$ cat config.mk
export PLATFORM = sky130hd
export DESIGN_NAME = led_seq_ctrl
export DESIGN_NICKNAME = d
export VERILOG_FILES = /design/src/rtl/led_seq_ctrl.sv
export SDC_FILE = /design/constraint.sdc
export NUM_CORES = 1
export LEC_CHECK = 0
export CAP_MARGIN = 20
export CORE_MARGIN = 2
export CORE_UTILIZATION = 50
export CTS_CLUSTER_SIZE = 30
export DETAILED_ROUTE_END_ITERATION = 10
export PLACE_DENSITY_LB_ADDON = 0.05
export SLEW_MARGIN = 20
export SYNTH_ARGS = -nofsm -noshare
export SYNTH_HDL_FRONTEND = slang
export SYNTH_SLANG_ARGS = --single-unit
$ cat constraint.sdc
create_clock -name clk -period 2 [get_ports clk]
set_input_delay 0.4 -clock clk [delete_from_list [all_inputs] [get_ports clk]]
set_output_delay 0.4 -clock clk [all_outputs]
set_load 0.05 [all_outputs]
$ cat src/rtl/led_seq_ctrl.sv
// LED sequencer: OFF/ON/BLINK/BURST patterns paced by a CNT_MAX+1 cycle prescaler tick.
// Latency: led updates the cycle after accept. Commands are refused during BURST unless LED_SEQ_ABORT_EN is defined.
module led_seq_ctrl #(
    parameter int CNT_MAX = 1249999,
    parameter int N_LED   = 4
) (
    input  logic             clk,
    input  logic             rst_n,
    input  logic             cmd_valid,
    output logic             cmd_ready,
    input  logic [1:0]       cmd_mode,
    input  logic [N_LED-1:0] cmd_mask,
    input  logic [3:0]       cmd_cnt,
    output logic [N_LED-1:0] led,
    output logic             busy,
    output logic             done
);

    localparam logic [23:0] CNT_TOP = 24'(CNT_MAX);

    typedef enum logic [2:0] {
        S_IDLE,
        S_STEADY,
        S_BLINK,
        S_BURST_ON,
        S_BURST_OFF
    } state_t;

    state_t           state, state_nxt;
    logic [23:0]      pre_cnt;
    logic             tick;
    logic             accept;
    logic [4:0]       pcnt, pcnt_nxt;
    logic [N_LED-1:0] mask_q, mask_nxt;
    logic [N_LED-1:0] led_nxt;
    logic             done_nxt;

    assign busy = (state == S_BURST_ON) || (state == S_BURST_OFF);

`ifdef LED_SEQ_ABORT_EN
    assign cmd_ready = 1'b1;
`else
    assign cmd_ready = !busy;
`endif

    assign accept = cmd_valid && cmd_ready;
    assign tick   = (pre_cnt == CNT_TOP);

    // A new command restarts the phase so its first lit phase is a full period.
    always_ff @(posedge clk or negedge rst_n) begin
        if (!rst_n) begin
            pre_cnt <= '0;
        end else if (accept || tick) begin
            pre_cnt <= '0;
        end else begin
            pre_cnt <= pre_cnt + 24'd1;
        end
    end

    always_ff @(posedge clk or negedge rst_n) begin
        if (!rst_n) begin
            state  <= S_IDLE;
            pcnt   <= '0;
            mask_q <= '0;
            led    <= '0;
            done   <= 1'b0;
        end else begin
            state  <= state_nxt;
            pcnt   <= pcnt_nxt;
            mask_q <= mask_nxt;
            led    <= led_nxt;
            done   <= done_nxt;
        end
    end

    // Accept has priority over a coincident tick.
    always_comb begin
        state_nxt = state;
        pcnt_nxt  = pcnt;
        mask_nxt  = mask_q;
        led_nxt   = led;
        done_nxt  = 1'b0;
        if (accept) begin
            mask_nxt = cmd_mask;
            case (cmd_mode)
                2'd0: begin
                    led_nxt   = '0;
                    state_nxt = S_IDLE;
                end
                2'd1: begin
                    led_nxt   = cmd_mask;
                    state_nxt = S_STEADY;
                end
                2'd2: begin
                    led_nxt   = cmd_mask;
                    state_nxt = S_BLINK;
                end
                default: begin
                    led_nxt   = cmd_mask;
                    pcnt_nxt  = (cmd_cnt == 4'd0) ? 5'd16 : {1'b0, cmd_cnt};
                    state_nxt = S_BURST_ON;
                end
            endcase
        end else if (tick) begin
            case (state)
                S_BLINK: begin
                    led_nxt = led ^ mask_q;
                end
                S_BURST_ON: begin
                    led_nxt   = '0;
                    pcnt_nxt  = pcnt - 5'd1;
                    state_nxt = S_BURST_OFF;
                end
                S_BURST_OFF: begin
                    if (pcnt == 5'd0) begin
                        led_nxt   = '0;
                        done_nxt  = 1'b1;
                        state_nxt = S_IDLE;
                    end else begin
                        led_nxt   = mask_q;
                        state_nxt = S_BURST_ON;
                    end
                end
                default: begin
                    state_nxt = state;
                end
            endcase
        end
    end

endmodule

==> impl_metrics.env <==
export IMPL_drtIter0Drc=137
export IMPL_wl_per_cell_microns=15.0
export IMPL_seq_area_frac_synth_pct=44.1
export IMPL_dp_hpwl_mm=3.75
export IMPL_die_area_sq_um=5220
export IMPL_grt_overflow=0
export IMPL_slew_violations=0
export IMPL_seqCellArea_sq_um=1030
export IMPL_critPathCaptureType="output port"
export IMPL_min_period_over_period_pct=96.8
export IMPL_ys_types=50
export IMPL_power_frac_seq_pct=38.3
export IMPL_setup_slack_ns=0.0638
export IMPL_fin_cells=336
export IMPL_cts_clk_slew_worst_paths_ns=0.08
export IMPL_synth_edf_count=0
export IMPL_antenna_diode_count=0
export IMPL_setup_viol_count_final=0
export IMPL_cts_hold_buf=0
export IMPL_dpl_cell_count=327
export IMPL_track_usage_pct=21.3
export IMPL_worstRegToRegCells=7
export IMPL_drc=0
export IMPL_final_hold_viol_count=0
export IMPL_power_density_nw_per_um2=1100
export IMPL_path_class="flop to output port"
export IMPL_ys_async_sr_fraction_pct=100
export IMPL_multi_input_area_sq_um=1250
export IMPL_grt_pass1_vias=1870
export IMPL_status="completed"
export IMPL_grt_max_degree=22
export IMPL_ctsLongestPathBuffers=2
export IMPL_crit_required_ns=1.60
export IMPL_grt_antenna_before_repair=0
export IMPL_slowest_delay_ns=0.45
export IMPL_wl_mm=5.03
export IMPL_ys_ff_latch=41
export IMPL_cts_tree="done"
export IMPL_switching_power_mw=1.21
export IMPL_drt_pass1_iter_count=4
export IMPL_cts_made_buffers=5
export IMPL_r2r_start="pre_cnt[0]"
export IMPL_max_freq_mhz=516
export IMPL_synthFlopType="dfrtp_1"
export IMPL_combPwrFrac_pct=43.8
export IMPL_nets=299
export IMPL_p_clk_share_pct=17.8
export IMPL_fin_tns_setup_ns=0
export IMPL_syn_nets=264
export IMPL_dp_slack_ns=0.0486
export IMPL_post_route_util_pct=63.2
export IMPL_timing_final_crit_period_ns=1.94
export IMPL_slew_headroom_pct=62.6
export IMPL_rsz0062_at_grt="no"
export IMPL_tightest_slew_ns=0.560
export IMPL_synth_area_sq_um=2330
export IMPL_clock_sinks=41
export IMPL_placed_cell_area_sq_um=2650
export IMPL_switching_share_pct=39.4
export IMPL_p_leak_nw=1.20
export IMPL_slowest_stage="or3b_4"
export IMPL_ioPinCount=20
export IMPL_maxCapViolations=0
export IMPL_critical_path_cell_chain="or3b_4 -> nand2_4 -> inv_1 -> buf_4"
export IMPL_synth_warnings=0
export IMPL_skew_ns=0.00447
export IMPL_die_y_microns=72.2
export IMPL_peakVddDrop_v=0.000728
export IMPL_gp_congestion=0.804
export IMPL_vias_per_cell=5.82
export IMPL_syn_area_per_cell_sq_um=9.35
export IMPL_hold_class="primary input to asynchronous set/reset pin"
export IMPL_wl_met2_mm=2.28
export IMPL_area_delta_synth_final_pct=19.9
export IMPL_dieWidth_microns=72.2
export IMPL_core_sq_um=4410
export IMPL_wl_met3_microns=168
export IMPL_clockRootBuffer="clkbuf_8"
export IMPL_fillCellCount=400
export IMPL_fp_row_count=24
export IMPL_port_buffers=19
export IMPL_ctsHtreeMaxLevel=2
export IMPL_wl_met1_mm=2.54
export IMPL_routed_top_layer="met4"
export IMPL_start_util_pct=52.7
export IMPL_insertion_delay_ns=0.29
export IMPL_final_layout_size_suffix_gt1_share_pct=15.1
export IMPL_grt_pass1_wl_mm=8.72
export IMPL_cp_max_fo=8
export IMPL_ant_nets=0
export IMPL_syn_inst=249
export IMPL_crit_path_start="state[2]"
export IMPL_dr_total_vias=1954
export IMPL_cp_start_kind="flop"
export IMPL_fin_area_sq_um=2790
export IMPL_p_int_mw=1.86
export IMPL_critPathArrivalTime_ns=1.54
## sequential cells by signal, summed over array words and instances (netlist names)
register,flops
done,1
led,4
mask_q,4
pcnt,5
pre_cnt,24
state,3
## cells in the final DEF, fill, tap and decap left out, types with 7 or more instances in the layout
master / netlist / routed
nand3_1: 17 / 17
a21oi_1: 11 / 11
nor3_1: 7 / 7
dfrtp_1: 41 / 40
clkdlybuf4s50_1: 0 / 16
xor2_1: 15 / 15
and4_1: 7 / 7
o21ai_0: 7 / 7
nor2_1: 36 / 36
buf_4: 1 / 17
nand2_1: 23 / 23
## area by class of cell
type,count,area share [%]
repair buffers,36,11.9
clock buffers,6,2.96
clock inverters,1,0.269
inverters,6,0.807
multi-input cells,194,44.9
flip-flops and latches,41,36.8
well taps,52,2.33
## metrics by stage
step	hold WS [ns]	power [mW]
3_5_place_dp	0.383	2.48
4_1_cts	0.0612	3.04
2_1_floorplan	0.104	2.06
6_report	0.0512	3.06
3_3_place_gp	0.374	2.47
5_1_grt	0.0863	3.28
## layer usage
metal,GRT usage [%],vias up
li1,-,973
met1,31.4,943
met2,31.8,34
met3,4.17,4
met4,6.08,0
met5,0,-
## repair_timing
item / 4_1_cts / 5_1_grt
hold endpoints to repair: 0 / 0
buffers inserted: 0 / 2
pin swaps: 0 / 2
resized for setup: 1 / 3
setup endpoints to repair: 1 / 21
cloned: 0 / 0
## power groups by stage
stage          combinational (mW)  clock [mW]  sequential [mW]
3_5_place_dp                 1.30           0             1.19
3_3_place_gp                 1.29           0             1.18
4_1_cts                      1.30       0.570             1.17
6_report                     1.34       0.546             1.17
5_1_grt                      1.47       0.600             1.20
2_1_floorplan               0.792           0             1.27
## worst paths after layout
kind	end	slack [ns]
hold reg to reg	pre_cnt[0]	0.49
setup reg to reg	led[1]	0.17
hold / removal	pre_cnt[22]	0.05
min in group clk	pre_cnt[0]	0.49
setup / recovery	cmd_ready	0.06
max in group asynchronous	led[0]	1.41
## logic make-up after synthesis
family,share of synthesized area (%)
DFF,44.1
and+or+nand+nor,32.6
AOI/OAI and AO/OA,11.7
adders and majority gates,1.08
xor gates and xnor gates,7.53
buffers and inverters,3.01
## synthesized netlist by cell type (2+ instances only)
library cell | number | area share, %
a21oi_1 | 11 | 2.4
a222oi_1 | 4 | 1.7
and2_1 | 3 | 0.81
and2b_2 | 4 | 1.5
and3_1 | 4 | 1.1
and4_1 | 7 | 2.6
buf_2 | 5 | 1.1
dfrtp_1 | 41 | 44
ha_1 | 2 | 1.1
inv_1 | 6 | 0.97
nand2_1 | 23 | 3.7
nand2b_1 | 2 | 0.54
nand3_1 | 17 | 3.7
nand3b_1 | 6 | 1.9
nand4_1 | 6 | 1.6
nor2_1 | 36 | 5.8
nor3_1 | 7 | 1.5
nor4_1 | 2 | 0.54
o211ai_1 | 6 | 1.9
o21ai_0 | 7 | 1.5
o22a_1 | 3 | 1.1
xnor2_1 | 5 | 1.9
xor2_1 | 15 | 5.6
## critical path: cells and delay by family, from the launching register on
kind / cells / cell delay (ns)
and+or+nand+nor: 2 / 0.56
DFF: 1 / 0.43
buffers and inverters: 2 / 0.26
Power figures use the tool's default switching activity.
